### src/rtl/keccak_f200_round_ctrl.sv
// Round sequencer for an iterative Keccak-f[200] datapath: runs NR rounds per
// accepted start, then holds the result until the consumer takes it.
module keccak_f200_round_ctrl #(
  parameter int NR = 18
) (
  input  logic          clk,
  input  logic          rst_n,
  input  logic          start,
  output logic          in_ready,
  output logic [NR-1:0] round_onehot,
  output logic          round_en,
  output logic          first_round,
  output logic [4:0]    round_cnt,
  output logic          busy,
  output logic          out_valid,
  input  logic          out_ready
);

  typedef enum logic [1:0] {
    IDLE = 2'b00,
    RUN  = 2'b01,
    HOLD = 2'b10
  } state_e;

  localparam logic [4:0]    LAST_ROUND = 5'(NR - 1);
  localparam logic [NR-1:0] ROUND0     = {{(NR-1){1'b0}}, 1'b1};

  state_e        state_q, state_d;
  logic [NR-1:0] onehot_q, onehot_d;
  logic [4:0]    cnt_q, cnt_d;

  always_ff @(posedge clk or negedge rst_n) begin
    if (!rst_n) begin
      state_q  <= IDLE;
      onehot_q <= '0;
      cnt_q    <= '0;
    end else begin
      state_q  <= state_d;
      onehot_q <= onehot_d;
      cnt_q    <= cnt_d;
    end
  end

  // Round registers are cleared whenever the next state is not RUN, so the
  // round-constant index reads zero outside of a permutation.
  always_comb begin
    state_d      = IDLE;
    onehot_d     = '0;
    cnt_d        = '0;
    in_ready     = 1'b0;
    round_onehot = '0;
    round_cnt    = '0;
    round_en     = 1'b0;
    first_round  = 1'b0;
    busy         = 1'b0;
    out_valid    = 1'b0;
    case (state_q)
      IDLE: begin
        in_ready = 1'b1;
        if (start) begin
          state_d  = RUN;
          onehot_d = ROUND0;
        end
      end
      RUN: begin
        busy         = 1'b1;
        round_en     = 1'b1;
        round_onehot = onehot_q;
        round_cnt    = cnt_q;
        first_round  = (cnt_q == 5'd0);
        if (cnt_q == LAST_ROUND) begin
          state_d = HOLD;
        end else begin
          state_d  = RUN;
          onehot_d = onehot_q << 1;
          cnt_d    = cnt_q + 5'd1;
        end
      end
      HOLD: begin
        out_valid = 1'b1;
        in_ready  = out_ready;
        if (!out_ready) begin
          state_d = HOLD;
        end else if (start) begin
          state_d  = RUN;
          onehot_d = ROUND0;
        end
      end
      default: state_d = IDLE;
    endcase
  end

endmodule

### config.mk
export PLATFORM = sky130hd
export DESIGN_NAME = keccak_f200_round_ctrl
export DESIGN_NICKNAME = d
export VERILOG_FILES = /design/src/rtl/keccak_f200_round_ctrl.sv
export SDC_FILE = /design/constraint.sdc
export NUM_CORES = 1
export LEC_CHECK = 0
export BUFFER_PORTS_ARGS = -buffer_cell sky130_fd_sc_hd__buf_2
export CORE_MARGIN = 5
export CORE_UTILIZATION = 35
export DETAILED_ROUTE_END_ITERATION = 12
export PLACE_DENSITY = 0.68
export SLEW_MARGIN = 20
export SYNTH_ARGS = -nofsm -noshare
export SYNTH_HDL_FRONTEND = slang
export SYNTH_SLANG_ARGS = --single-unit
### constraint.sdc
create_clock -name clk -period 3.7 [get_ports clk]
set_input_delay 0.185 -clock clk [delete_from_list [all_inputs] [get_ports clk]]
set_output_delay 0.185 -clock clk [all_outputs]
set_load 0.02 [all_outputs]
==> flow_summary.json, run 1 <==
{
  "crit_path_end_kind": "output port",
  "postCtsResizedCells": 0,
  "synth_top_area_cell": "dfrtp_1",
  "rows": 20,
  "syn_area_per_cell_um2": 11.4,
  "chipWidth_um": 66.8,
  "finalSetupTns_ns": 0,
  "dr_total_vias": 767,
  "drt-pass1-iter-count": 4,
  "rsz0062_at_grt": "no",
  "clockBufferDepth": 2,
  "period_share": 0.493,
  "ys_top_cells_by_count": "dfrtp_1, and2_1, and3_1",
  "viasPerCell": 4.46,
  "p_sw_w": 0.000368,
  "synthDominantCellAreaShare": 0.555,
  "p_per_area_nw_per_um2": 660,
  "p_clk_frac": 0.142,
  "critPathKind": "register to output port",
  "grt_pass1_vias": 749,
  "comb_power_share": 0.430,
  "setup_viol": 0,
  "synth_flop_cell": "dfrtp_1",
  "setup_slack_ns": 1.88,
  "status": "finished, final reports clean",
  "pre_cts_ws_ns": 2.22,
  "post_drt_wl_per_cell_um": 11.9,
  "drv_slew": 0,
  "crit_required_ns": 3.51,
  "clock-root-buffer": "clkbuf_4",
  "relSlewSlack": 0.641,
  "power_frac_seq": 0.428,
  "cp.arrival_ns": 1.64,
  "wl_met1_um": 940,
  "synthesis.nets": 106,
  "worst_hold_path_type": "input port to register",
  "seq_area_frac_synth": 0.555,
  "grt_use_total": 0.101,
  "p_int_w": 0.000508,
  "final.min_clock_period_ns": 1.82,
  "ir_worst_vdd_v": 0.000226,
  "yosysMostFrequentCell": "dfrtp_1",
  "route.met2.wl_um": 979,
  "synth_cell_types": 23,
  "dp_hpwl_mm": 1.46,
  "clk_pin_slew_ns": 0.14,
  "synth-seq-cells": 25,
  "grt.overflow.total": 0,
  "wl_met3_um": 104,
  "drtIter0Drc": 19,
  "tightest_slew_ns": 0.538,
  "syn_to_final_growth_pct": 17.8,
  "fmax_mhz": 548,
  "p_leak_nw": 0.779,
  "port_buffers": 31,
  "num_antenna_cells": 0,
  "fp.dieH_um": 66.8,
  "synth_edf_count": 0,
  "synthTopCellsByArea": "dfrtp_1, and2_1, and3_1, ha_1, nand4bb_4",
  "place.gp.congestion": 0.729,
  "antenna_left": 0,
  "holdBufCountCts": 1,
  "drive_gt1_frac": 0.313,
  "post_cts_buffers": 0,
  "cts_tree": "built",
  "drv_cap": 0,
  "skew_ns": 0.00630,
  "start_util": 0.366,
  "numCtsBuffers": 3,
  "drc_errors": 0,
  "async_flop_share": 1.00,
  "antenna_found_initial": 0,
  "htreeDepth": 1,
  "clock_latency_ns": 0.32,
  "grt_pass1_wl_mm": 3.44,
  "fin_util": 0.431,
  "io_pins": 32,
  "start_kind": "register",
  "fill_cells": 320,
  "totalWireLength_mm": 2.05,
  "numClockSinks": 25,
  "cp_max_fo": 43,
  "syn_inst": 99,
  "syn_area_um2": 1130,
  "swShare": 0.420,
  "r2r_cells": 4,
  "holdPathStages": 2,
  "grt_max_degree": 44,
  "die-area_um2": 4460,
  "routed.top_layer": "met4",
  "yosys_warnings": 0,
  "hold_violations": 0,
  "final_nets": 136,
  "core-area_um2": 3080
}
[power groups by stage]
stage               clock network [W]  registers [W]  logic (W)
floorplan                           0       0.000368   0.000299
global placement                    0       0.000378   0.000374
detailed placement                  0       0.000383   0.000385
CTS                          0.000131       0.000377   0.000388
global route                 0.000138       0.000384   0.000420
finish                       0.000124       0.000376   0.000377
[area by class of cell]
cell class                      count  area [µm²]  area share
Clock buffer                        3        22.5      0.0170
Sequential cell                    25         626       0.471
Inverter                            4        15.0      0.0113
Tap cell                           44        55.1      0.0415
Clock inverter                      1        7.51     0.00566
Multi-Input combinational cell     63         437       0.329
Timing Repair Buffer               32         165       0.124
[worst paths after layout]
check	from	to	slack [ns]
setup / recovery	state_q[1]$_DFF_PN0_	round_cnt[4]	1.88
hold / removal	start	onehot_q[0]$_DFF_PN0_	0.08
setup reg to reg	cnt_q[1]$_DFF_PN0_	state_q[0]$_DFF_PN0_	2.22
hold reg to reg	onehot_q[4]$_DFF_PN0_	onehot_q[5]$_DFF_PN0_	0.51
max in group asynchronous	rst_n	onehot_q[3]$_DFF_PN0_	2.98
min in group asynchronous	rst_n	onehot_q[13]$_DFF_PN0_	0.36
[critical path: stages, from the launching register on]
cell,delay [ns]
dfrtp_1,0.42
nand2b_4,0.17
inv_2,0.37
and2_1,0.20
buf_2,0.16
[layer usage]
metal,vias up,track usage
met5,-,0
met4,0,0.0533
met3,2,0.0135
met2,19,0.170
met1,368,0.125
li1,378,-
[cell families (layout without fill, tap and decap cells)]
logic type	count (synthesis)	after routing	synth area share
and+or+nand+nor	54	54	0.310
AOI/OAI and AO/OA	3	3	0.0211
adders and majority gates	3	3	0.0333
buffers and inverters	11	40	0.0577
DFF	25	25	0.555
xor gates and xnor gates	3	3	0.0233
[layout by cell type (no fill, tap or decap)]
| master | n |
|---|---|
| a21oi_1 | 1 |
| a22o_2 | 1 |
| and2_1 | 22 |
| and3_1 | 18 |
| buf_2 | 31 |
| clkbuf_4 | 3 |
| clkinvlp_4 | 1 |
| dfrtp_1 | 25 |
| dlygate4sd3_1 | 1 |
| ha_1 | 3 |
| inv_1 | 3 |
| inv_2 | 1 |
| nand2_2 | 1 |
| nand2b_1 | 1 |
| nand2b_4 | 1 |
| nand3_1 | 2 |
| nand4bb_4 | 1 |
| nor2_1 | 6 |
| nor2b_1 | 1 |
| nor4_1 | 1 |
| o2bb2ai_1 | 1 |
| xnor2_1 | 1 |
| xor2_1 | 2 |
[per-stage QoR]
step	std cells	power (W)	hold WS (ns)	cell area, µm²
after floorplan	99	0.000666	-0.111	1130
after global placement	167	0.000752	0.194	1290
after detailed placement	167	0.000768	0.206	1290
after CTS	172	0.000895	0.0691	1330
after global routing	172	0.000943	0.0759	1330
final	172	0.000877	0.0765	1330
[state kept, by name, indices dropped and copies added (netlist names)]
| name | cells |
|---|---|
| cnt_q | 5 |
| onehot_q | 18 |
| state_q | 2 |
No activity file was read; power rests on OpenSTA's default activity.
==> run 2, diff against run 1 <==
- ABC_AREA: default -> 1
- clock period: 3.7 -> 1.8 ns (I/O delays scaled with it)
==> flow_summary.json, run 2 <==
{
  "seq_area_frac_synth": 0.530,
  "yosysMostFrequentCell": "inv_1",
  "rsz0062_at_grt": "no",
  "status": "finished, final reports clean",
  "place.gp.congestion": 0.783,
  "htreeDepth": 1,
  "critPathSlowestCell": "dfrtp_1",
  "critPathLaunch": "state_q[0]$_DFF_PN0_",
  "synth_flop_cell": "dfrtp_1",
  "core-area_um2": 3310,
  "numCtsBuffers": 3,
  "drive_gt1_frac": 0.370,
  "syn_inst": 129,
  "yosys.area_share.simple": 0.282,
  "grt_pass1_wl_mm": 3.75,
  "clk_pin_slew_ns": 0.14,
  "crit_required_ns": 1.71,
  "drv_slew": 0,
  "slowest_delay_ns": 0.41,
  "post_drt_wl_per_cell_um": 9.97,
  "final_nets": 170,
  "viasPerCell": 4.05,
  "seqCellArea_um2": 626,
  "drt-pass1-iter-count": 4,
  "drc_errors": 0,
  "setup_slack_ns": 0.164,
  "totalWireLength_mm": 2.07,
  "antenna_found_initial": 0,
  "port_buffers": 31,
  "place_inst": 201,
  "start_kind": "register",
  "skew_ns": 0.00396,
  "period_share": 0.909,
  "r2r_start": "cnt_q[1]$_DFF_PN0_",
  "pre_cts_ws_ns": 0.450,
  "top_regs": "onehot_q x18, cnt_q x5, state_q x2",
  "critPathKind": "register to output port",
  "synth_xor_xnor_area_share": 0.00742,
  "synthMuxAreaShare": 0,
  "final_cells": 208,
  "synthesis.nets": 136,
  "syn_to_final_growth_pct": 18.6,
  "finalSetupTns_ns": 0,
  "synth_fa_ha_area_frac": 0.0318,
  "numClockSinks": 25,
  "rows": 21,
  "hold_violations": 0,
  "drtIter0Drc": 52,
  "p_leak_nw": 0.771,
  "cp_max_fo": 26,
  "start_util": 0.357,
  "cp_cell_sequence": "inv_1 -> nor2_8 -> inv_2 -> nor2_1 -> buf_2",
  "drv_cap": 0,
  "fp.dieH_um": 68.1,
  "num_antenna_cells": 0,
  "clockBufferDepth": 2,
  "async_flop_share": 1.00,
  "dr_total_vias": 843,
  "syn_area_um2": 1180,
  "r2r-end": "onehot_q[2]$_DFF_PN0_",
  "synth_top_family_by_area": "simple AND/OR/NAND/NOR gates",
  "cts_tree": "built",
  "regMostFlops": "onehot_q",
  "worst_hold_path_type": "input port to asynchronous set/reset pin",
  "synth-seq-cells": 25,
  "synthDominantCellAreaShare": 0.530,
  "syn_area_per_cell_um2": 9.16,
  "r2r_setup_slack_ns": 0.43,
  "final.min_clock_period_ns": 1.64,
  "crit_family": "buffers and inverters",
  "die-area_um2": 4640,
  "grt.overflow.total": 0,
  "postCtsResizedCells": 0,
  "relSlewSlack": 0.632,
  "r2r_cells": 7,
  "clock_latency_ns": 0.31,
  "setup_viol": 0,
  "chipWidth_um": 68.1,
  "grt_max_degree": 27,
  "synth_compound_gate_area_share": 0.00953,
  "io_pins": 32,
  "fill_cells": 360,
  "synth_edf_count": 0,
  "multiInputGateArea_um2": 390,
  "dp_hpwl_mm": 1.49,
  "tightest_slew_ns": 0.551,
  "grt_pass1_vias": 868,
  "fmax_mhz": 611,
  "design_area_um2": 1400,
  "final_common_cell": "buf_2",
  "cp.arrival_ns": 1.55,
  "antenna_left": 0,
  "critPathBufInv": 3,
  "synth_top_area_cell": "dfrtp_1",
  "p_per_area_nw_per_um2": 1380,
  "largest_register_ffs": 18,
  "fin_util": 0.423,
  "clock-root-buffer": "clkbuf_4",
  "ys_top_cells_by_count": "inv_1, nor2_1, dfrtp_1",
  "synth_cell_types": 18,
  "yosys_warnings": 0,
  "crit_path_end_kind": "output port",
  "place_area_um2": 1340,
  "synthTopCellsByArea": "dfrtp_1, nor2_2, inv_1, nor2_1, buf_6",
  "layout_common_cells": "buf_2, inv_1, nor2_1, dfrtp_1, nor2_2",
  "grt_use_total": 0.108,
  "ir_worst_vdd_v": 0.000612
}
-- run 2: worst reg2reg max path: cells and delay by family, from the launching register on --
family / cells / cell delay, ns
simple gates: 4 / 0.50
flops: 1 / 0.43
fa+ha+maj: 1 / 0.15
buf+inv: 2 / 0.18
-- run 2: logic make-up (layout without fill, tap and decap cells) --
family / count (synthesis) / count (layout)
and+or+nand+nor: 63 / 63
xor gates and xnor gates: 1 / 1
adders and majority gates: 3 / 3
DFF: 25 / 25
buffers and inverters: 35 / 68
AOI/OAI and AO/OA: 2 / 2
-- run 2: final cells by class --
cell class,count,area share
Multi-Input combinational cell,69,0.279
Clock buffer,3,0.0161
Tap cell,46,0.0411
Timing Repair Buffer,34,0.132
Clock inverter,1,0.00536
Inverter,30,0.0804
Sequential cell,25,0.446
-- run 2: routing by layer --
layer / track usage / routed length (µm)
met5: 0 / 0
met4: 0.0447 / 2
met3: 0.0279 / 131
met2: 0.171 / 932
met1: 0.139 / 1010
-- run 2: per-stage QoR --
| step | hold slack (ns) | total power, W |
|---|---|---|
| floorplan | -0.206 | 0.00155 |
| global placement | 0.104 | 0.00169 |
| detailed placement | 0.108 | 0.00171 |
| CTS | 0.283 | 0.00198 |
| global route | 0.323 | 0.00210 |
| finish | 0.280 | 0.00194 |
-- run 2: what timing repair did --
| item | CTS | global route |
|---|---|---|
| hold endpoints to repair | 28 | 0 |
| buffers inserted | 0 | 0 |
| hold buffers | 3 | 0 |
-- run 2: worst max-delay path by stage --
stage	end	slack (ns)	depth (start not counted)
6_report	first_round	0.16	5
5_1_grt	first_round	0.04	5
4_1_cts	first_round	0.13	5
3_5_place_dp	onehot_q[2]$_DFF_PN0_	0.45	7
3_3_place_gp	state_q[0]$_DFF_PN0_	0.51	7
2_1_floorplan	round_cnt[0]	0.56	4
-- run 2: where the power goes --
part | internal, W | switching (W) | leakage [nW]
sequential | 0.000666 | 0.0000852 | 0.336
combinational | 0.000291 | 0.000645 | 0.420
clock | 0.0000848 | 0.000166 | 0.0139
